==> config.mk <==
export PLATFORM = sky130hd
export DESIGN_NAME = counter_cmd_controller
export DESIGN_NICKNAME = d
export VERILOG_FILES = /design/src/rtl/counter_cmd_pkg.sv /design/src/rtl/cmd_prio_enc.sv /design/src/rtl/counter_cmd_controller.sv
export SDC_FILE = /design/constraint.sdc
export NUM_CORES = 1
export LEC_CHECK = 0
export ABC_AREA = 1
export ABC_CLOCK_PERIOD_IN_PS = 1800
export BUFFER_PORTS_ARGS = -buffer_cell sky130_fd_sc_hd__buf_2
export CAP_MARGIN = 25
export CORE_AREA = 2 2 39 41
export DETAILED_ROUTE_END_ITERATION = 12
export DIE_AREA = 0 0 41 43
export GPL_TIMING_DRIVEN = 0
export SYNTH_ARGS = -nofsm -noshare
export SYNTH_HDL_FRONTEND = slang
export SYNTH_SLANG_ARGS = --single-unit
==> constraint.sdc <==
create_clock -name clk -period 1.8 [get_ports clk]
set_input_delay 0.27 -clock clk [delete_from_list [all_inputs] [get_ports clk]]
set_output_delay 0.27 -clock clk [all_outputs]
set_load 0.02 [all_outputs]
==> src/rtl/counter_cmd_pkg.sv <==
// Shared types and defaults for the command-counter controller and its helpers.
// Holds the FSM encoding, parameter defaults and the index-width helper.
package counter_cmd_pkg;

   typedef enum logic [1:0] {
      IDLE    = 2'd0,
      CMD     = 2'd1,
      LOCKOUT = 2'd2
   } state_t;

   localparam int DEF_NUM_CMD        = 3;
   localparam int DEF_EXCLUSIVE      = 1;
   localparam int DEF_LOCKOUT_CYCLES = 0;
   localparam int CNT_W              = 16;

   // A single channel still needs a one-bit index.
   function automatic int idx_width(input int n);
      return (n > 1) ? $clog2(n) : 1;
   endfunction

endpackage

==> src/rtl/cmd_prio_enc.sv <==
// Lowest-index priority encoder: idx is the lowest set request bit, any flags a request.
module cmd_prio_enc #(
   parameter int NUM_CMD = 3,
   parameter int IDX_W   = 2
) (
   input  logic [NUM_CMD-1:0] req,
   output logic [IDX_W-1:0]   idx,
   output logic               any
);

   // Scan from the top down so the lowest set bit is written last and wins.
   always_comb begin
      idx = '0;
      for (int k = NUM_CMD - 1; k >= 0; k--) begin
         if (req[k]) idx = IDX_W'(k);
      end
   end

   assign any = |req;

endmodule

==> src/rtl/counter_cmd_controller.sv <==
// Edge-triggered command controller: one accepted rise per operation, toggle or pulse
// channel outputs, optional exclusivity and a post-command lockout window.
module counter_cmd_controller
   import counter_cmd_pkg::*;
#(
   parameter int                 NUM_CMD        = DEF_NUM_CMD,
   parameter logic [NUM_CMD-1:0] PULSE_MASK     = '0,
   parameter int                 EXCLUSIVE      = DEF_EXCLUSIVE,
   parameter int                 LOCKOUT_CYCLES = DEF_LOCKOUT_CYCLES,
   localparam int                IDX_W          = idx_width(NUM_CMD)
) (
   input  logic               clk,
   input  logic               rst,
   input  logic [NUM_CMD-1:0] cmd_in,
   output logic [NUM_CMD-1:0] o_state,
   output logic               o_valid,
   output logic [IDX_W-1:0]   o_idx,
   output logic               o_busy,
   output logic               o_drop,
   output logic [1:0]         dbg_state
);

   // o_valid is a one-cycle strobe qualifying o_idx; there is no ready, so the
   // consumer must take the update on the cycle it is presented.

   state_t             state;
   logic [NUM_CMD-1:0] cmd_d;
   logic [NUM_CMD-1:0] rise;
   logic [NUM_CMD-1:0] hold;
   logic [NUM_CMD-1:0] upd;
   logic               multi;
   logic [IDX_W-1:0]   pend_idx;
   logic [IDX_W-1:0]   enc_idx;
   logic               enc_any;
   logic [CNT_W-1:0]   cnt;

   assign rise      = cmd_in & ~cmd_d;
   assign hold      = o_state & ~PULSE_MASK;
   assign multi     = |(rise & (rise - NUM_CMD'(1)));
   assign o_busy    = (state != IDLE);
   assign dbg_state = state;

   cmd_prio_enc #(
      .NUM_CMD (NUM_CMD),
      .IDX_W   (IDX_W)
   ) u_prio_enc (
      .req (rise),
      .idx (enc_idx),
      .any (enc_any)
   );

   // Pulse bits self-clear every cycle; the selected channel toggles or pulses.
   always_comb begin
      upd = hold;
      for (int k = 0; k < NUM_CMD; k++) begin
         if (k == int'(pend_idx)) begin
            upd[k] = PULSE_MASK[k] ? 1'b1 : ~o_state[k];
         end else if (EXCLUSIVE != 0) begin
            upd[k] = 1'b0;
         end
      end
   end

   always_ff @(posedge clk) begin
      if (rst) begin
         state    <= IDLE;
         cmd_d    <= '0;
         o_state  <= '0;
         o_valid  <= 1'b0;
         o_idx    <= '0;
         o_drop   <= 1'b0;
         pend_idx <= '0;
         cnt      <= '0;
      end else begin
         cmd_d   <= cmd_in;
         o_valid <= 1'b0;
         o_drop  <= 1'b0;
         o_state <= hold;
         case (state)
            IDLE: begin
               if (enc_any) begin
                  pend_idx <= enc_idx;
                  o_drop   <= multi;
                  state    <= CMD;
               end
            end
            CMD: begin
               o_state <= upd;
               o_valid <= 1'b1;
               o_idx   <= pend_idx;
               o_drop  <= |rise;
               if (LOCKOUT_CYCLES > 0) begin
                  cnt   <= CNT_W'(LOCKOUT_CYCLES);
                  state <= LOCKOUT;
               end else begin
                  state <= IDLE;
               end
            end
            LOCKOUT: begin
               o_drop <= |rise;
               cnt    <= cnt - CNT_W'(1);
               if (cnt == CNT_W'(1)) state <= IDLE;
            end
            default: state <= IDLE;
         endcase
      end
   end

endmodule

After elaboration in Yosys (flattened, before gate mapping). Cells that the tools add are included.

Bits in registers: 30. Output and inout bits: 10. Bits of input ports: 5.

Equal/unequal tests: 7. Add/subtract/negate cells: 2. Bitwise operators: 6. Reductions and logical operators: 8. Mux-type cells: 12.

Operators with widths (number): 16-bit by 1-bit == test with 1-bit output, second input constant (1); 16-bit by 1-bit subtractor with 16-bit output, second input constant (1); 2-bit two-way mux (5); 3-bit AND (2); 3-bit OR reduction (2); 1-bit two-way mux (5); 2-bit == test, first input constant (2); 2-bit logical NOT (2); 2-bit != test, second input constant (2); 2-bit one-hot mux with 2 select lines (1); 2-bit AND reduction (2); 1-bit inverter (3); 3-bit inverter (1); 3-bit by 1-bit subtractor with 3-bit output, second input constant (1); 2-bit by 1-bit == test with 1-bit output, second input constant (1); 2-bit == test, second input constant (1); 1-bit one-hot mux with 2 select lines (1); 2-bit nonzero test (1); 2-bit OR reduction (1).

Longest topological paths before layout. Gate-level depths: netlist of the first run.

Depth after elaboration: 7. Mapped depth: 6. Gate-level depth less buffers: 6.

Cells and area by module. A second synthesis of the first run with hierarchy kept.

Cell total of the unflattened synthesis: 74. Area, all modules: 545.5 um^2.

By module, submodules not included: counter_cmd_controller (seq. area each 260.2 um^2, area each 514.2 um^2, times used 1, cells an instance 67); cmd_prio_enc (seq. area each 0.0 um^2, area each 31.3 um^2, times used 1, cells an instance 7).

Worst setup path after synthesis of the first run. Ideal clock, no wire load.

Path kind: reg2reg. Start point: register state[0], in the netlist dbg_state[0]. End point: register o_state[0]. Buffers on the path: 0. Clock period less this slack: 0.965 ns. Stages on the path, launching flop included: 5. Setup time: 0.070 ns. Path slack: 0.835 ns. Arrival time: 0.895 ns. Cell sequence: dfxtp_1 -> inv_2 -> nor2_1 -> nand2_1 -> a21oi_1.

Word-level cells in the longest chain between the ends: 1.

RTL lines: start: declaration (RTL line counter_cmd_controller.sv:26) `state_t state;`; start signal: assignment (RTL line counter_cmd_controller.sv:66) `state <= IDLE;`; start signal: assignment (RTL line counter_cmd_controller.sv:84) `state <= CMD;`; start signal: assignment (RTL line counter_cmd_controller.sv:94) `state <= LOCKOUT;`; 2-bit by 1-bit == test with 1-bit output (RTL line counter_cmd_controller.sv:79) `case (state)`; end signal: assignment (RTL line counter_cmd_controller.sv:78) `o_state <= hold;`; end signal: assignment (RTL line counter_cmd_controller.sv:88) `o_state <= upd;`; end: declaration (RTL line counter_cmd_controller.sv:15) `output logic [NUM_CMD-1:0] o_state,`.

Every way passes these cells. A chain may end at the register's enable or synchronous reset.

Final worst setup path of the first run.
Start point: register state[0], in the netlist dbg_state[0]. End point: output port dbg_state[0].

RTL lines: end: declaration (RTL line counter_cmd_controller.sv:20) `output logic [1:0] dbg_state`.

No word-level cell between the ends.

==> results of run 1 <==
## path summary, 6_finish.rpt
path         slack (ps)  cells after the start           end
max reg2reg         870                      4    o_state[0]
min reg2reg         470                      2      o_idx[1]
min                 220                      3      cmd_d[0]
max                 560                      2  dbg_state[0]
## report_power, final
part | internal [mW] | switching, mW | total, mW
registers | 0.306 | 0.0105 | 0.317
logic | 0.0315 | 0.0577 | 0.0892
clock network | 0.0859 | 0.0903 | 0.176
total | 0.424 | 0.159 | 0.582
## layer usage
layer,vias up,global-route usage,routed length [um]
li1,221,-,-
met1,188,0.154,383
met2,9,0.141,405
met3,2,0.0314,30
met4,0,0.0800,14
met5,-,0,0
## kinds of logic (layout without fill, tap and decap cells)
kind of cell | after synthesis | after routing | synth area share
AOI/OAI and AO/OA | 11 | 11 | 0.117
buffers and inverters | 12 | 28 | 0.112
DFF | 13 | 13 | 0.542
other | 1 | 1 | 0.00781
and+or+nand+nor | 25 | 25 | 0.221
## sequential cells by signal, summed over array words and instances (netlist names)
| signal | count |
|---|---|
| o_idx | 2 |
| dbg_state | 1 |
| pend_idx | 2 |
| o_state | 3 |
| o_drop | 1 |
| o_valid | 1 |
| cmd_d | 3 |
## synthesized netlist by cell type, drive strengths merged
| cell | count | area [um^2] |
|---|---|---|
| a21oi | 7 | 35.0 |
| buf | 3 | 20.0 |
| conb | 1 | 3.75 |
| dfxtp | 13 | 260 |
| inv | 9 | 33.8 |
| nand2 | 11 | 46.3 |
| nand3 | 3 | 15.0 |
| nand4 | 1 | 6.26 |
| nor2 | 9 | 33.8 |
| nor3 | 1 | 5.00 |
| o21ai | 3 | 15.0 |
| o22ai | 1 | 6.26 |
## per-stage QoR
stage,cell area (um^2),power [mW],cells,worst slack [ps],util
floorplan,480,0.386,62,835,-
global placement,561,0.411,90,850,0.405
global route,587,0.617,94,502,0.424
detailed placement,561,0.413,90,852,0.405
finish,587,0.582,94,564,0.424
CTS,587,0.592,94,547,0.424
## critical path, delay by kind of cell (launching register included)
| family | cells | cell delay [ps] |
|---|---|---|
| flip-flops | 1 | 420 |
| buffers and inverters | 2 | 270 |
## cell type report
class / instances / area, um^2
Buffer: 3 / 20.0
Inverter: 9 / 33.8
Tap cell: 16 / 20.0
Sequential cell: 13 / 260
Multi-Input combinational cell: 37 / 166
Fill cell: 148 / 797
Timing Repair Buffer: 12 / 60.1
Clock buffer: 4 / 26.3
==> impl_metrics.py, run 1 <==
metrics = {
    "logic_synthesis": {
        "synth_fp_nets": 67,
        "yosysSeqAreaShare": 0.542,
        "avgSynthCellArea_um2": 7.75,
        "yosys_warnings": 0,
        "synth_cell_type_count": 15,
        "syn_inst": 62,
        "ys_ff_latch": 13,
        "syn-cell-area_um2": 480,
    },
    "status": {
        "status": "complete, no violations",
    },
    "clock_tree": {
        "numClockSinks": 13,
        "h-tree-depth": 1,
        "insertion_delay_ps": 270,
        "cts_resized": 0,
        "clkTransAtPathRegs_ps": 70,
        "holdBufCountCts": 0,
        "cts_root_buf": "clkbuf_4",
        "cts_inserted_buffers": 3,
        "cts_setup_buffers": 0,
        "clk_path_buf_depth": 2,
        "tritoncts": "done",
    },
    "routing": {
        "avgRoutedWirePerCell_um": 8.86,
        "drc": 0,
        "wl_um": 833,
        "drt_iter0_drc": 4,
        "drt_first_pass_iters": 4,
        "viasPerCell": 4.47,
        "ant_nets": 0,
        "vias": 420,
    },
    "worst_setup_path": {
        "crit_chain": "buf_4 -> buf_2",
        "rr_startpoint": "dbg_state[0]",
        "end_kind": "output port",
        "critPathLaunch": "dbg_state[0]",
        "slowest_delay_ps": 420,
        "start_kind": "flop",
        "critical_path_class": "flop to output port",
        "crit_path_top_delay_cell": "dfxtp_1",
        "required_ps": 1530,
        "crit_arrival_ps": 970,
        "critPathMaxFanout": 6,
    },
    "sta": {
        "fmax_mhz": 809,
        "finalSetupViolations": 0,
        "period_needed_ps": 1240,
        "slew_violations": 0,
        "worst_hold_slack_ps": 215,
        "finalSetupTns_ps": 0,
        "skew_ps": 0.643,
        "hold_viol_final": 0,
        "rsz0062_at_grt": "false",
        "timing.final.crit_share": 0.687,
    },
    "place": {
        "portBuffers": 12,
        "dp_hpwl_um": 601,
        "gp_congestion": 0.726,
    },
    "grt": {
        "grtUsageTotal": 0.111,
        "grt_pass1_vias": 335,
        "grt_start_max_net_pins": 11,
        "antenna_found_initial": 0,
        "grt_first_pass_wirelength_um": 1310,
        "overflow": 0,
    },
    "hold_path": {
        "worstHoldStart": "cmd_in[0]",
        "hp-class": "input port to flop",
    },
    "floorplan": {
        "core_um2": 1380,
        "die_area_um2": 1760,
        "start_util": 0.347,
        "die_h_um": 43,
        "row_count": 14,
        "die_w_um": 41,
        "ioPinCount": 15,
    },
    "job": {
        "max_cap_violations": 0,
    },
    "layout": {
        "drive_above_1_share": 0.269,
        "diodes": 0,
        "finalNetCount": 84,
        "synthToLayoutAreaGrowth_pct": 22.1,
        "final_cell_mix": "buf_2, dfxtp_1, nand2_1, nor2_1, inv_1",
    },
    "power_and_ir_drop": {
        "p_leak_nw": 0.296,
        "power.density_nw_per_um2": 992,
        "ir_drop_mv": 0.347,
    },
}
Note: power is estimated with default switching activity, not from simulation.
==> inputs of run 2 (changes only) <==
- ABC_AREA: 1 -> 0
- ABC_CLOCK_PERIOD_IN_PS: 1800 -> 1250
- clock period: 1.8 -> 1.25 ns (I/O delays scaled with it)
==> run 2 against run 1 <==
Against the previous run:
- global-route usage rose by 0.59 points
- non-clock buffer count rose by 2
- power rose by 45%
- via count fell by 9.8%
- wire length fell by 3.0%
- combinational power rose by 51%
- die area did not move
- sequential cell count did not move
- critical endpoint is now o_state[2]
- core utilization rose by 2.3 points
==> impl_metrics.py, run 2 <==
metrics = {
    "routing": {
        "vias": 379,
        "drt_first_pass_iters": 3,
        "ant_nets": 0,
        "drc": 0,
        "viasPerCell": 4.51,
        "avgRoutedWirePerCell_um": 9.62,
        "wl_um": 808,
        "drt_iter0_drc": 2,
    },
    "grt": {
        "grt_start_max_net_pins": 11,
        "grt_first_pass_wirelength_um": 1330,
        "grtUsageTotal": 0.117,
        "overflow": 0,
        "grt_pass1_vias": 321,
        "antenna_found_initial": 0,
    },
    "layout": {
        "diodes": 0,
        "reg_top3": "cmd_d x3, o_state x3",
        "finalNetCount": 74,
        "final_cell_mix": "dfxtp_1, buf_2, a21oi_1, nor2_1, nand2b_1",
        "synthToLayoutAreaGrowth_pct": 22.0,
        "drive_above_1_share": 0.368,
        "layout.cells.non_filler": 84,
    },
    "clock_tree": {
        "numClockSinks": 13,
        "insertion_delay_ps": 270,
        "h-tree-depth": 1,
        "cts_resized": 0,
        "cts_root_buf": "clkbuf_4",
        "holdBufCountCts": 0,
        "clk_path_buf_depth": 2,
        "cts_setup_buffers": 0,
        "tritoncts": "done",
        "clkTransAtPathRegs_ps": 80,
        "cts_inserted_buffers": 3,
    },
    "worst_setup_path": {
        "start_kind": "flop",
        "crit_cells": 4,
        "crit_path_top_delay_cell": "dfxtp_1",
        "rr_worst_depth": 4,
        "end_kind": "flop",
        "critical_path_class": "flop to flop",
        "required_ps": 1470,
        "critPathLaunch": "dbg_state[0]",
        "cp_top_family": "simple AND/OR/NAND/NOR gates",
        "critPathBufInv": 1,
        "crit_arrival_ps": 1300,
        "rr_startpoint": "dbg_state[0]",
        "crit_chain": "buf_6 -> nand2_2 -> or3_1 -> a21oi_2",
        "slowest_delay_ps": 360,
        "critPathMaxFanout": 10,
    },
    "sta": {
        "slew_violations": 0,
        "fmax_mhz": 922,
        "worst_hold_slack_ps": 137,
        "finalSetupViolations": 0,
        "timing.final.crit_share": 0.867,
        "finalSetupTns_ps": 0,
        "rsz0062_at_grt": "false",
        "skew_ps": 2.87,
        "period_needed_ps": 1080,
        "hold_viol_final": 0,
    },
    "floorplan": {
        "die_area_um2": 1760,
        "die_h_um": 43,
        "start_util": 0.366,
        "ioPinCount": 15,
        "row_count": 14,
        "die_w_um": 41,
        "core_um2": 1380,
    },
    "logic_synthesis": {
        "ys_async_sr_fraction": 0,
        "syn-cell-area_um2": 507,
        "ys_ff_latch": 13,
        "yosysSeqAreaShare": 0.514,
        "synth_fp_nets": 56,
        "synth_top_area_cell": "dfxtp_1",
        "ys.flop_type": "dfxtp_1",
        "synth_cell_type_count": 22,
        "synth_most_common_cell": "dfxtp_1",
        "syn_inst": 51,
        "yosys_warnings": 0,
        "yosysTopAreaCellShare": 0.514,
        "avgSynthCellArea_um2": 9.94,
        "synth_area_leaders": "dfxtp_1, a21oi_1, nand2b_1, nor2_1, nor2b_1",
        "synthTopCellsByCount": "dfxtp_1, a21oi_1, nor2_1",
        "synth_edf_count": 0,
    },
    "power_and_ir_drop": {
        "p_leak_nw": 0.271,
        "power.density_nw_per_um2": 1370,
        "ir_drop_mv": 0.555,
        "p_total_mw": 0.845,
    },
    "place": {
        "dp.cells": 80,
        "portBuffers": 13,
        "gp_congestion": 0.753,
    },
    "status": {
        "status": "complete, no violations",
    },
    "hold_path": {
        "hp-class": "input port to flop",
        "hold_path_depth": 2,
        "worstHoldStart": "cmd_in[0]",
    },
    "job": {
        "max_cap_violations": 0,
    },
}
-- run 2: report_power, final --
part	total [mW]	leakage (nW)	switching (mW)	internal, mW
Sequential	0.450	0.107	0.0125	0.438
Combinational	0.135	0.150	0.0739	0.0607
Clock	0.260	0.0150	0.136	0.124
Total	0.845	0.271	0.223	0.622
-- run 2: layer usage --
metal  routed length, um  GRT usage  share of wire  up-vias
met4                  21      0.100          0.026        0
met3                  52     0.0471          0.064        4
met2                 322      0.141           0.40       12
met1                 412      0.153           0.51      161
met5                   0          0              0        -
li1                    -          -              -      202
-- run 2: path summary, 6_finish.rpt --
check        slack [ps]         end
max reg2reg         170  o_state[2]
min                 140    cmd_d[0]
min reg2reg         450    o_idx[1]
max                 170  o_state[2]
-- run 2: per-stage QoR --
step | setup WS [ps] | instance area, um^2 | utilization
final | 166 | 618 | 0.447
after CTS | 156 | 618 | 0.447
after detailed placement | 173 | 592 | 0.428
after floorplan | 77.6 | 507 | -
after global routing | 115 | 618 | 0.447
after global placement | 190 | 592 | 0.428
-- run 2: cell type report --
class / instances / area (um^2)
Fill cell: 139 / 766
Sequential cell: 13 / 260
Multi-Input combinational cell: 33 / 203
Timing Repair Buffer: 13 / 65.1
Buffer: 4 / 40.0
Clock buffer: 4 / 26.3
Tap cell: 16 / 20.0
Inverter: 1 / 3.75
-- run 2: logic make-up after synthesis --
kind of cell,Yosys count,synth area share
AO/OA/AOI/OAI,10,0.131
adder cells (fa/ha/maj),1,0.0222
buffers and inverters,5,0.0864
flip-flops,13,0.514
multiplexers,1,0.0198
other,1,0.00740
AND/OR/NAND/NOR,20,0.220
==> inputs of run 3 (changes only) <==
- ABC_CLOCK_PERIOD_IN_PS: 1250 -> 950
- clock period: 1.25 -> 0.95 ns (I/O delays scaled with it)
==> run 3 against run 2 <==
Against the previous run:
- the run now ends with setup timing left
- non-clock buffer count is 2 higher
- setup slack worse by 240 ps
- wire length is 11% higher
- cell area is 11% higher
- combinational power is 56% higher
- critical endpoint is now dbg_state[0]
- largest power group unchanged
- highest routed layer unchanged
==> impl_metrics.py, run 3 (synthesis results as in run 2) <==
metrics = {
    "status": {
        "status": "finished with violations",
        "violations": "setup timing",
    },
    "layout": {
        "final_common_cell": "dfxtp_1",
        "diodes": 0,
        "finalNetCount": 76,
        "seq_area_um2": 265,
        "drive_above_1_share": 0.486,
        "multiInputGateArea_um2": 235,
        "fillers": 138,
        "reg_top3": "cmd_d x3, o_state x3",
        "final_cell_mix": "dfxtp_1, buf_2, buf_4, a21oi_1, nor2_1",
        "synthToLayoutAreaGrowth_pct": 35.1,
    },
    "worst_setup_path": {
        "end_kind": "output port",
        "regToRegSetupSlack_ps": -60,
        "rr_startpoint": "dbg_state[0]",
        "critical_path_class": "flop to output port",
        "required_ps": 810,
        "rr_endpoint": "o_state[2]",
        "start_kind": "flop",
        "critPathMaxFanout": 4,
        "critPathLaunch": "dbg_state[0]",
        "rr_worst_depth": 4,
        "crit_arrival_ps": 880,
    },
    "hold_path": {
        "hold_end": "cmd_d[2]",
        "worstHoldStart": "cmd_in[2]",
        "hold_path_depth": 2,
        "hp-class": "input port to flop",
    },
    "power_and_ir_drop": {
        "power.density_nw_per_um2": 1680,
        "power_switching_mw": 0.305,
        "p_total_mw": 1.15,
        "p_leak_nw": 0.297,
        "p_clk_frac": 0.299,
        "power.share.sequential": 0.518,
        "intPower_mw": 0.845,
        "power_frac_comb": 0.184,
        "p_sw_frac": 0.266,
        "ir_drop_mv": 0.756,
    },
    "floorplan": {
        "core_um2": 1380,
        "start_util": 0.366,
        "ioPinCount": 15,
        "die_w_um": 41,
        "die_area_um2": 1760,
        "die_h_um": 43,
        "row_count": 14,
    },
    "clock_tree": {
        "insertion_delay_ps": 270,
        "numClockSinks": 13,
        "cts_inserted_buffers": 3,
        "clkTransAtPathRegs_ps": 80,
        "holdBufCountCts": 0,
        "h-tree-depth": 1,
        "tritoncts": "done",
        "cts_root_buf": "clkbuf_4",
        "clk_path_buf_depth": 2,
    },
    "grt": {
        "grt_pass1_vias": 375,
        "overflow": 0,
        "grt_start_max_net_pins": 11,
        "grtUsageTotal": 0.126,
        "grt_first_pass_wirelength_um": 1450,
        "antenna_found_initial": 0,
    },
    "routing": {
        "ant_nets": 0,
        "viasPerCell": 4.64,
        "drt_iter0_drc": 3,
        "drt_first_pass_iters": 4,
        "avgRoutedWirePerCell_um": 10.4,
        "drc": 0,
        "wl_um": 898,
        "vias": 399,
    },
    "place": {
        "gp_congestion": 0.700,
        "pre_cts_ws_ps": -87.2,
        "dp_hpwl_um": 585,
        "portBuffers": 13,
    },
    "job": {
        "max_cap_violations": 0,
    },
    "sta": {
        "slew_violations": 0,
        "skew_ps": 2.58,
        "timing.final.crit_share": 1.08,
        "rsz0062_at_grt": "true",
        "finalSetupTns_ps": -136,
        "hold_viol_final": 0,
        "finalSetupViolations": 2,
        "period_needed_ps": 1020,
        "setup_ws_ps": -73.6,
        "fmax_mhz": 977,
    },
}
-- run 3: final cells by class --
type / count / share of cell area
Timing Repair Buffer: 15 / 0.137
Sequential cell: 13 / 0.388
Buffer: 4 / 0.0585
Tap cell: 16 / 0.0293
Inverter: 1 / 0.00548
Multi-Input combinational cell: 33 / 0.344
Clock buffer: 4 / 0.0384
-- run 3: metrics by stage --
stage,std cells,hold slack [ps],area (um^2),util
floorplan,51,271,510,-
global placement,80,371,596,0.430
detailed placement,80,378,596,0.430
CTS,86,120,668,0.483
global route,86,135,684,0.495
finish,86,128,684,0.495
-- run 3: worst max-delay path, cell delays in order (launching register included) --
cell	delay [ps]
dfxtp_4	360
buf_4	130
buf_6	120
-- run 3: worst max path at each step --
stage                               to  depth (start not counted)
after floorplan             o_state[2]                          4
final                     dbg_state[0]                          2
after global routing        o_state[2]                          4
after CTS                 dbg_state[0]                          2
after detailed placement    o_state[2]                          4
after global placement      o_state[2]                          4
-- run 3: timing repair --
item,4_1_cts,5_1_grt
pin swaps,1,2
gates cloned,1,0
buffers inserted,1,0
gates resized for setup,7,5
hold endpoints to repair,0,0
setup endpoints to repair,5,13
-- run 3: per-layer routing --
metal,wire [um],up-vias,track usage,part of all wire
li1,-,206,-,-
met4,6,0,0.100,0.0067
met5,0,-,0,0
met1,415,182,0.148,0.46
met2,430,9,0.184,0.48
met3,44,2,0.0314,0.049
-- run 3: power groups by stage --
stage / clock [mW] / sequential (mW) / combinational [mW]
after global placement: 0 / 0.605 / 0.177
final: 0.344 / 0.595 / 0.211
after global routing: 0.375 / 0.600 / 0.230
after floorplan: 0 / 0.628 / 0.108
after detailed placement: 0 / 0.606 / 0.179
after CTS: 0.364 / 0.595 / 0.206
